### config.mk
export PLATFORM = sky130hd
export DESIGN_NAME = instr_encoder
export DESIGN_NICKNAME = d
export VERILOG_FILES = /design/src/rtl/instr_encoder.sv
export SDC_FILE = /design/constraint.sdc
export NUM_CORES = 1
export LEC_CHECK = 0
export CAP_MARGIN = 10
export CORE_MARGIN = 8
export CORE_UTILIZATION = 46
export CTS_CLUSTER_DIAMETER = 150
export DETAILED_ROUTE_END_ITERATION = 7
export PLACE_DENSITY_LB_ADDON = 0.1
export SYNTH_ARGS = -nofsm -noshare
export SYNTH_HDL_FRONTEND = slang
export SYNTH_SLANG_ARGS = --single-unit
### constraint.sdc
create_clock -name Clk -period 2.88 [get_ports Clk]
set_input_delay 0.72 -clock Clk [delete_from_list [all_inputs] [get_ports Clk]]
set_output_delay 0.72 -clock Clk [all_outputs]
set_load 0.02 [all_outputs]
### src/rtl/instr_encoder.sv
// Instruction encoder: packs symbolic requests into 9-bit {OpCode, Lower4} words and writes
// them sequentially into instruction memory. Define INSTR_ENC_LDI_EN to enable LDI expansion.
package definitions;
    localparam logic [4:0] LD   = 5'd0;
    localparam logic [4:0] ST   = 5'd1;
    localparam logic [4:0] ACC  = 5'd2;
    localparam logic [4:0] BCC  = 5'd3;
    localparam logic [4:0] MOV  = 5'd4;
    localparam logic [4:0] GET  = 5'd5;
    localparam logic [4:0] ADD  = 5'd6;
    localparam logic [4:0] SUB  = 5'd7;
    localparam logic [4:0] ADDC = 5'd8;
    localparam logic [4:0] SUBC = 5'd9;
    localparam logic [4:0] SHL  = 5'd10;
    localparam logic [4:0] SHR  = 5'd11;
    localparam logic [4:0] SHLC = 5'd12;
    localparam logic [4:0] SHRC = 5'd13;
    localparam logic [4:0] INC  = 5'd14;
    localparam logic [4:0] DEC  = 5'd15;
    localparam logic [4:0] MMM  = 5'd16;
    localparam logic [4:0] LLL  = 5'd17;
    localparam logic [4:0] CCC  = 5'd18;
    localparam logic [4:0] SET  = 5'd19;
    localparam logic [4:0] BEZ  = 5'd20;
    localparam logic [4:0] BNZ  = 5'd21;
    localparam logic [4:0] BEQ  = 5'd22;
    localparam logic [4:0] BNE  = 5'd23;
    localparam logic [4:0] BGT  = 5'd24;
    localparam logic [4:0] BLT  = 5'd25;
endpackage

module instr_encoder #(
    parameter int ADDR_W = 10
) (
    input  logic              Clk,
    input  logic              Reset,
    input  logic              Clear,
    input  logic              InValid,
    output logic              InReady,
    input  logic [4:0]        InOpCode,
    input  logic [7:0]        InOperand,
    input  logic              InLdi,
    output logic              WrEn,
    output logic [ADDR_W-1:0] WrAddr,
    output logic [8:0]        WrData,
    output logic [ADDR_W:0]   WordCount,
    output logic              Full,
    output logic              Error,
    output logic [1:0]        DbgState
);
    import definitions::*;

    // Handshake: a request transfers on every rising edge where InValid && InReady; the
    // requester holds its fields stable while InValid is high and InReady is low.

    typedef enum logic [1:0] {
        IDLE    = 2'd0,
`ifdef INSTR_ENC_LDI_EN
        EMIT_HI = 2'd1,
`endif
        FULL    = 2'd2
    } state_t;

    localparam logic [ADDR_W:0] CAP = {1'b1, {ADDR_W{1'b0}}};

    state_t              r_state;
    state_t              w_state_nx;
    logic [ADDR_W:0]     r_count;
    logic [ADDR_W:0]     w_count_nx;
    logic [ADDR_W:0]     w_count_inc;
    logic                r_wr_en;
    logic                w_wr_en_nx;
    logic [ADDR_W-1:0]   r_wr_addr;
    logic [ADDR_W-1:0]   w_wr_addr_nx;
    logic [8:0]          r_wr_data;
    logic [8:0]          w_wr_data_nx;
    logic                r_error;
    logic                w_error_nx;
    logic                w_accept;
    logic                w_fills;
`ifdef INSTR_ENC_LDI_EN
    localparam logic [ADDR_W:0] LAST = CAP - 1'b1;
    logic [3:0]          r_hi;
    logic [3:0]          w_hi_nx;
    logic                w_last_slot;
`endif

    function automatic logic opcode_valid(input logic [4:0] op);
        case (op)
            LD, ST, ACC, BCC, MOV, GET, ADD, SUB, ADDC, SUBC, SHL, SHR, SHLC, SHRC,
            INC, DEC, MMM, LLL, CCC, SET, BEZ, BNZ, BEQ, BNE, BGT, BLT: return 1'b1;
            default: return 1'b0;
        endcase
    endfunction

    // Clear also gates InReady so a request is never accepted and then wiped in the same edge.
    assign InReady     = (r_state == IDLE) && !Reset && !Clear;
    assign w_accept    = InValid && InReady;
    assign w_count_inc = r_count + 1'b1;
    assign w_fills     = (w_count_inc == CAP);
`ifdef INSTR_ENC_LDI_EN
    assign w_last_slot = (r_count == LAST);
`endif

    always_comb begin
        w_state_nx   = r_state;
        w_count_nx   = r_count;
        w_wr_en_nx   = 1'b0;
        w_wr_addr_nx = r_wr_addr;
        w_wr_data_nx = r_wr_data;
        w_error_nx   = r_error;
`ifdef INSTR_ENC_LDI_EN
        w_hi_nx      = r_hi;
`endif
        case (r_state)
            IDLE: begin
                if (w_accept) begin
                    if (InLdi) begin
`ifdef INSTR_ENC_LDI_EN
                        if ((InOperand[7:4] != 4'h0) && w_last_slot) begin
                            w_error_nx = 1'b1;
                        end else begin
                            w_wr_en_nx   = 1'b1;
                            w_wr_addr_nx = r_count[ADDR_W-1:0];
                            w_wr_data_nx = {ACC, InOperand[3:0]};
                            w_count_nx   = w_count_inc;
                            w_hi_nx      = InOperand[7:4];
                            if (InOperand[7:4] != 4'h0) begin
                                w_state_nx = EMIT_HI;
                            end else if (w_fills) begin
                                w_state_nx = FULL;
                            end
                        end
`else
                        w_error_nx = 1'b1;
`endif
                    end else if (opcode_valid(InOpCode) && (InOperand[7:4] == 4'h0)) begin
                        w_wr_en_nx   = 1'b1;
                        w_wr_addr_nx = r_count[ADDR_W-1:0];
                        w_wr_data_nx = {InOpCode, InOperand[3:0]};
                        w_count_nx   = w_count_inc;
                        if (w_fills) begin
                            w_state_nx = FULL;
                        end
                    end else begin
                        w_error_nx = 1'b1;
                    end
                end
            end
`ifdef INSTR_ENC_LDI_EN
            EMIT_HI: begin
                w_wr_en_nx   = 1'b1;
                w_wr_addr_nx = r_count[ADDR_W-1:0];
                w_wr_data_nx = {BCC, r_hi};
                w_count_nx   = w_count_inc;
                w_state_nx   = w_fills ? FULL : IDLE;
            end
`endif
            FULL: begin
                w_state_nx = FULL;
            end
            default: begin
                w_state_nx = IDLE;
            end
        endcase
    end

    // Reset and Clear share one path; a pending BCC word is simply discarded.
    always_ff @(posedge Clk) begin
        if (Reset || Clear) begin
            r_state   <= IDLE;
            r_count   <= '0;
            r_wr_en   <= 1'b0;
            r_wr_addr <= '0;
            r_wr_data <= '0;
            r_error   <= 1'b0;
`ifdef INSTR_ENC_LDI_EN
            r_hi      <= 4'h0;
`endif
        end else begin
            r_state   <= w_state_nx;
            r_count   <= w_count_nx;
            r_wr_en   <= w_wr_en_nx;
            r_wr_addr <= w_wr_addr_nx;
            r_wr_data <= w_wr_data_nx;
            r_error   <= w_error_nx;
`ifdef INSTR_ENC_LDI_EN
            r_hi      <= w_hi_nx;
`endif
        end
    end

    assign WrEn      = r_wr_en;
    assign WrAddr    = r_wr_addr;
    assign WrData    = r_wr_data;
    assign WordCount = r_count;
    assign Full      = (r_state == FULL);
    assign Error     = r_error;
    assign DbgState  = r_state;

endmodule

==> impl_metrics.toml, run 1 <==
[clock_network]
clk_pin_slew_ps = 100
htree_levels = 2
clkSinkCount = 33
clock_path_buffers = 2
cts_buffers = 5
insertion_delay_ps = 330
cts_setup_buffers = 0
cts_root_buf = "clkbuf_4"
cts_tree = "yes"

[grt]
grt_pass1_wl_um = 6290
grt_max_degree = 29
grt_usage_pct = 15.2
grt_pass1_vias = 1376
grt_overflow_total = 0
antenna_found_initial = 0

[synth]
netlist_top_cells_area = "dfxtp_1 (47%), nand2_1 (12%), a21oi_1 (9.2%)"
synth-main-ff-cell = "dfxtp_1"
synth_seq_area_share_pct = 46.9
syn_nets = 193
ys_ff_latch = 33
synthCells = 174
yosysTopAreaCell = "dfxtp_1"
synth-edff-count = 0
synth_top_cell_area_share_pct = 46.9
synth_warnings = 0
syn_avg_cell_area_um2 = 8.10
ys_types = 36
async_reset_ff_share_pct = 0
synth_area_mm2 = 0.00141

[timing]
rsz0062_at_grt = "false"
finalSetupTns_ps = 0
finalHoldViolations = 0
fmax_mhz = 405
finalSetupViolCount = 0
whs_ps = 456
skew_ps = 7.40
fin_crit_sh_pct = 85.8
period_minus_slack_ps = 2470
slew_violations = 0

[status]
run_status = "complete, no violations"

[critical_path]
worstPathCellList = "clkdlybuf4s50_1 -> or2_2 -> nor2_1 -> dlymetal6s2s_1"
startpoint_type = "input port"
cp_max_fo = 2
critPathKind = "in -> out"
worstSetupEndpointType = "primary output"
max_stage_delay_ps = 410
worst_ep_arrival_time_ps = 1750
critPathRequiredTime_ps = 2160
critical-path-slowest-cell = "clkdlybuf4s50_1"

[cells_and_area]
drive_above_1_share_pct = 7.46
final_nets = 246
area_delta_synth_final_pct = 43.1
final_common_cell = "clkdlybuf4s50_1"
finish.instance_area_mm2 = 0.00202
most-common-layout-cells = "clkdlybuf4s50_1 (51), nand2_1 (45), dfxtp_1 (33)"
diodes = 0

[placed_design]
place_congestion = 0.783
dp_hpwl_um = 2760
dpl-instance-area_mm2 = 0.00196
port_buffers = 52

[drt]
via_count = 1427
dr.pass1.iters = 4
antenna_left = 0
drc_errors = 0
wire_per_inst_um = 14.5
drt_iter0_markers = 44
routed_via_density = 5.47
totalWireLength_um = 3790

[floorplanning]
die_width_um = 71.3
die_h_um = 71.3
core_mm2 = 0.00298
die_area_mm2 = 0.00509
rows = 20
start_util_pct = 47.3
pin_count = 54

[worst_hold_path]
hold_class = "reg -> reg"

[power_and_ir_drop]
ir_drop_v = 0.000377
p_per_area_mw_per_mm2 = 374
p_leak_nw = 0.663

[run]
cap_viol_max_count = 0
-- logic make-up (layout without fill, tap and decap cells) --
group	count (synthesis)	count (layout)	synth area share (%)
buffers and inverters	17	71	5.42
XOR/XNOR	2	2	1.24
other	1	1	0.266
adder cells (fa/ha/maj)	1	1	0.888
AO/OA/AOI/OAI	47	47	20.9
flip-flops	33	33	46.9
AND/OR/NAND/NOR	73	73	24.4
-- layer usage --
layer  part of all wire (%)  global-route usage, %  vias to the layer above
met5                      0                      0                        -
met4                    1.4                   6.93                        0
met3                    9.2                   6.28                        5
met2                     47                   24.3                       45
met1                     43                   17.1                      656
li1                       -                      -                      721
-- path summary, 6_finish.rpt --
check	start	to	slack, ps	depth (start not counted)
setup / recovery	Reset	InReady	410	4
hold / removal	WrData[8]$_SDFFE_PP0P_	WrData[8]$_SDFFE_PP0P_	460	2
setup reg to reg	DbgState[1]$_SDFFE_PP0P_	WordCount[5]$_SDFFE_PP0P_	1060	5
hold reg to reg	WrData[8]$_SDFFE_PP0P_	WrData[8]$_SDFFE_PP0P_	460	2
-- stage by stage --
step           setup slack (ps)  instances  total power [mW]  utilization (%)
2_1_floorplan               658        174             0.483                -
3_3_place_gp               22.7        253             0.515             65.8
3_5_place_dp               17.4        253             0.516             65.8
4_1_cts                    17.4        261             0.764             67.6
5_1_grt                     356        261             0.784             67.7
6_report                    410        261             0.754             67.7
-- final cells by class --
cell class / instances / area [µm²]
Clock inverter: 3 / 17.5
Clock buffer: 5 / 37.5
Timing Repair Buffer: 58 / 568
Inverter: 5 / 18.8
Tap cell: 33 / 41.3
Multi-Input combinational cell: 124 / 672
Sequential cell: 33 / 661
Fill cell: 273 / 962
-- power by group --
part | internal, mW | switching [mW] | total (mW)
sequential | 0.457 | 0.000387 | 0.457
combinational | 0.0286 | 0.0196 | 0.0482
clock | 0.0919 | 0.157 | 0.249
-- flip-flops by register name, indices dropped and copies added (netlist names) --
name and cells:
WrEn 1, DbgState 1, WrAddr 10, WrData 9, WordCount 11, Error 1
-- worst max-delay path, delay by kind of cell --
family	cells	cell delay (ps)
buf+inv	2	640
simple gates	2	390
-- Yosys cell counts, drive strengths merged, types with 3 or more instances --
cell    instances
nor3            3
nand2          46
o41ai           3
o31ai           3
a31oi           3
o311ai          3
clkbuf          6
a21oi          26
buf             6
or4             3
inv             5
nand3           3
nor2            5
or3             5
dfxtp          33
-- what timing repair did --
action | 4_1_cts | 5_1_grt
resized for setup | 0 | 1
setup endpoints to repair | 0 | 1
hold buffers | 0 | 0
No activity file was read; power rests on OpenSTA's default activity.
==> run 2, diff against run 1 <==
--- a/config.mk
+++ b/config.mk
@@ -11,6 +11,7 @@
 export CTS_CLUSTER_DIAMETER = 150
 export DETAILED_ROUTE_END_ITERATION = 7
 export PLACE_DENSITY_LB_ADDON = 0.1
+export RECOVER_POWER = 25
 export SYNTH_ARGS = -nofsm -noshare
 export SYNTH_HDL_FRONTEND = slang
 export SYNTH_SLANG_ARGS = --single-unit
==> run 2 against run 1 <==
- clock skew hardly changed
- via count fell by 0.14%
- core utilization is 0.34 points lower
- hold slack got worse by 3.1 ps
- cell count unchanged
- largest power group unchanged
==> impl_metrics.toml, run 2 (synthesis results as in run 1) <==
[cells_and_area]
drive_above_1_share_pct = 6.58
final_common_cell = "nand2_1"
largest_register_ffs = 11
most-common-layout-cells = "nand2_1 (45), clkdlybuf4s50_1 (39), dfxtp_1 (33)"
finish.instance_area_mm2 = 0.00201
num-fill-cells = 272
area_delta_synth_final_pct = 42.4
final_nets = 246
diodes = 0

[status]
run_status = "complete, no violations"

[grt]
grt_pass1_wl_um = 6290
antenna_found_initial = 0
grt_overflow_total = 0
grt_pass1_vias = 1376
grt_max_degree = 29
grt_usage_pct = 15.2

[timing]
rsz0062_at_grt = "false"
finalSetupTns_ps = 0
fin_crit_sh_pct = 90.3
finalSetupViolCount = 0
fmax_mhz = 385
period_minus_slack_ps = 2600
whs_ps = 453
finalHoldViolations = 0
slew_violations = 0
skew_ps = 7.29

[critical_path]
r2r_start = "DbgState[1]$_SDFFE_PP0P_"
r2r_slack_ps = 1010
worstSetupEndpointType = "primary output"
cp_max_fo = 2
critPathRequiredTime_ps = 2160
r2r_cells = 5
startpoint_type = "input port"
worst_ep_arrival_time_ps = 1880
r2r_end = "WordCount[5]$_SDFFE_PP0P_"
critPathKind = "in -> out"

[clock_network]
cts_root_buf = "clkbuf_4"
htree_levels = 2
clkSinkCount = 33
insertion_delay_ps = 330
clk_pin_slew_ps = 100
clock_path_buffers = 2
cts-resized-gates = 0
cts_setup_buffers = 0
cts_tree = "yes"
postCtsHoldBufs = 0
cts_buffers = 5

[floorplanning]
die_area_mm2 = 0.00509
die_h_um = 71.3
start_util_pct = 47.3
die_width_um = 71.3
pin_count = 54
rows = 20
core_mm2 = 0.00298

[placed_design]
dpl-instance-area_mm2 = 0.00196
port_buffers = 52
dp_hpwl_um = 2760
place_congestion = 0.783

[power_and_ir_drop]
ir_drop_v = 0.000377
seq_power_share_pct = 60.7
clkPwrFrac_pct = 33.1
p_leak_nw = 0.694
p_per_area_mw_per_mm2 = 375
p_sw_share_pct = 23.5
p_comb_share_pct = 6.2
power.internal_uw = 576
switchingPower_uw = 177

[worst_hold_path]
min_path_cells = 2
hp-start = "WrData[8]$_SDFFE_PP0P_"
hold_class = "reg -> reg"
whs_endpoint = "WrData[8]$_SDFFE_PP0P_"

[run]
cap_viol_max_count = 0

[drt]
via_count = 1425
wire_per_inst_um = 14.4
routed_via_density = 5.46
totalWireLength_um = 3750
drt_iter0_markers = 56
dr.pass1.iters = 4
antenna_left = 0
drc_errors = 0
-- run 2: through the flow --
stage	power (mW)	util [%]	cells	setup WS, ps
2_1_floorplan	0.483	-	174	658
3_3_place_gp	0.515	65.8	253	22.7
3_5_place_dp	0.516	65.8	253	17.4
4_1_cts	0.764	67.6	261	17.4
5_1_grt	0.782	67.4	261	225
6_report	0.753	67.4	261	280
-- run 2: worst max-delay path by stage --
stage | from | endpoint | slack [ps]
floorplan | Reset | InReady | 660
global placement | Reset | InReady | 20
detailed placement | Reset | InReady | 20
CTS | Reset | InReady | 20
global route | Reset | InReady | 220
finish | Reset | InReady | 280
-- run 2: layout make-up --
cell class / count / area (µm²) / area share [%]
Clock buffer: 5 / 37.5 / 1.87
Sequential cell: 33 / 661 / 32.9
Tap cell: 33 / 41.3 / 2.06
Inverter: 5 / 18.8 / 0.936
Clock inverter: 3 / 17.5 / 0.873
Multi-Input combinational cell: 124 / 666 / 33.2
Timing Repair Buffer: 58 / 564 / 28.1
-- run 2: per-layer routing --
metal  global-route usage, %  up-vias  share of wire, %
met2                    24.3       48                48
met4                    6.93        0               1.4
met1                    17.1      651                41
met3                    6.28        5               9.7
met5                       0        -                 0
li1                        -      721                 -
-- run 2: worst max-delay path, stage by stage --
cell and delay [ps]:
dlygate4sd3_1 550, or2_2 310, nor2_1 80, dlymetal6s2s_1 230
-- run 2: power groups by stage --
stage	Combinational [mW]	Clock, mW	Sequential (mW)
global placement	0.0475	0	0.468
finish	0.0465	0.249	0.457
detailed placement	0.0484	0	0.468
CTS	0.0486	0.258	0.457
global route	0.0501	0.274	0.458
floorplan	0.0146	0	0.469
==> run 3, diff against run 2 <==
--- a/config.mk
+++ b/config.mk
@@ -6,7 +6,6 @@
 export NUM_CORES = 1
 export LEC_CHECK = 0
 export CAP_MARGIN = 10
-export CORE_MARGIN = 8
 export CORE_UTILIZATION = 46
 export CTS_CLUSTER_DIAMETER = 150
 export DETAILED_ROUTE_END_ITERATION = 7
==> run 3 against run 2 <==
- the flow now finishes with violations (DRC)
- final area grew 1.7%
- highest routed layer unchanged
- clock power grew 45%
- global-route usage grew 7.4 points
- critical endpoint unchanged
- worst setup slack gained 120 ps
- largest power group unchanged
- critical path type unchanged
- clock-buffer cell count grew 2
- non-clock buffer count is the same
- first-iteration DRC count grew 5.4%
- largest cell class unchanged
- sequential share of layout area shrank 0.55 points
==> impl_metrics.toml, run 3 (synthesis results as in run 1) <==
[status]
run_status = "finished, violations left"
violations = "DRC"

[critical_path]
r2r_cells = 7
worst_ep_arrival_time_ps = 1760
critPathRequiredTime_ps = 2160
critPathKind = "in -> out"
cp_max_fo = 2
worstSetupEndpointType = "primary output"
startpoint_type = "input port"

[cells_and_area]
final_nets = 246
final_common_cell = "nand2_1"
largest_register_ffs = 11
most-common-layout-cells = "nand2_1 (45), clkdlybuf4s50_1 (35), dfxtp_1 (33)"
drive_above_1_share_pct = 6.58
area_delta_synth_final_pct = 44.8
diodes = 0

[worst_hold_path]
hold_class = "reg -> reg"
min_path_cells = 2

[timing]
fmax_mhz = 403
finalSetupViolCount = 0
fin_ws_ps = 397
finalSetupTns_ps = 0
relSlewSlack_pct = 23.7
rsz0062_at_grt = "false"
finalHoldViolations = 0
tightest_slew_ps = 1140
skew_ps = 6.13
fin_crit_sh_pct = 86.2
slew_violations = 0
period_minus_slack_ps = 2480

[clock_network]
clock_path_buffers = 2
cts_tree = "yes"
htree_levels = 2
clkSinkCount = 33
insertion_delay_ps = 330
clk_pin_slew_ps = 100
cts_root_buf = "clkbuf_4"
cts_buffers = 5
cts_setup_buffers = 0

[power_and_ir_drop]
p_leak_nw = 0.731
p_per_area_mw_per_mm2 = 424
ir_drop_v = 0.000319

[grt]
grt_usage_pct = 22.6
grt_max_degree = 29
antenna_found_initial = 0
grt_pass1_wl_um = 5800
grt_overflow_total = 0
grt_pass1_vias = 1333

[floorplanning]
rows = 19
die_width_um = 57.3
die_h_um = 57.3
core_mm2 = 0.00283
pin_count = 54
start_util_pct = 49.8
die_area_mm2 = 0.00329

[drt]
dr.pass1.iters = 8
drc_errors = 8
routed_via_density = 5.59
antenna_left = 0
totalWireLength_um = 3440
via_count = 1449
wire_per_inst_um = 13.3
drt_iter0_markers = 59

[placed_design]
port_buffers = 52
dp_hpwl_um = 2400
dp_slack_ps = 6.15
place_congestion = 0.771

[run]
cap_viol_max_count = 0
-- run 3: cell count changes in the layout (fill, tap and decap cells not counted) --
cell and change:
clkbuf_8 +1, clkbuf_1 +1, clkinv_2 -2, nor4b_2 +1, clkdlybuf4s50_1 -4, nor4b_1 -1, clkinvlp_4 -1, dlygate4sd3_1 +4
bufinv_16 +1
-- run 3: worst paths after layout --
path / from / end / slack [ps]
setup / recovery: Reset / InReady / 400
hold reg to reg: WrData[3]$_SDFFE_PP0P_ / WrData[3]$_SDFFE_PP0P_ / 460
setup reg to reg: DbgState[1]$_SDFFE_PP0P_ / WrAddr[6]$_SDFFE_PP0P_ / 1140
hold / removal: WrData[3]$_SDFFE_PP0P_ / WrData[3]$_SDFFE_PP0P_ / 460
-- run 3: timing repair --
| item | CTS | global route |
|---|---|---|
| gates resized for setup | 0 | 1 |
| hold buffers | 0 | 0 |
| setup endpoints to repair | 0 | 1 |
-- run 3: cell type report --
class | instances | area (µm²)
clock buffers | 7 | 55.1
clock inverters | 1 | 30.0
fillers | 245 | 790
inverters | 5 | 18.8
multi-input cells | 124 | 672
flip-flops and latches | 33 | 661
well taps | 31 | 38.8
repair buffers | 58 | 564
-- run 3: routing by layer --
layer  up-vias  track usage (%)  routed length [µm]
met1       666             27.2                1410
met2        60             37.5                1720
li1        718                -                   -
met4         0             8.71                  44
met3         5             7.26                 271
met5         -                0                   0
-- run 3: critical path, cell delays in order --
cell and delay, ps:
clkdlybuf4s50_1 420, or2_2 310, nor2_1 80, dlymetal6s2s_1 230
-- run 3: through the flow --
step / instances / util [%] / total power [mW] / hold WS, ps / instance area, µm²
floorplan: 174 / - / 0.483 / 535 / 1410
global placement: 251 / 69.1 / 0.515 / 442 / 1960
detailed placement: 251 / 69.1 / 0.516 / 449 / 1960
CTS: 259 / 72.1 / 0.876 / 464 / 2040
global route: 259 / 72.1 / 0.897 / 482 / 2040
finish: 259 / 72.1 / 0.865 / 456 / 2040
-- run 3: power by group --
group          switching [mW]  total [mW]  leakage (nW)  internal [mW]
combinational          0.0190      0.0467         0.419         0.0277
clock                   0.154       0.361        0.0455          0.207
sequential           0.000382       0.457         0.266          0.457
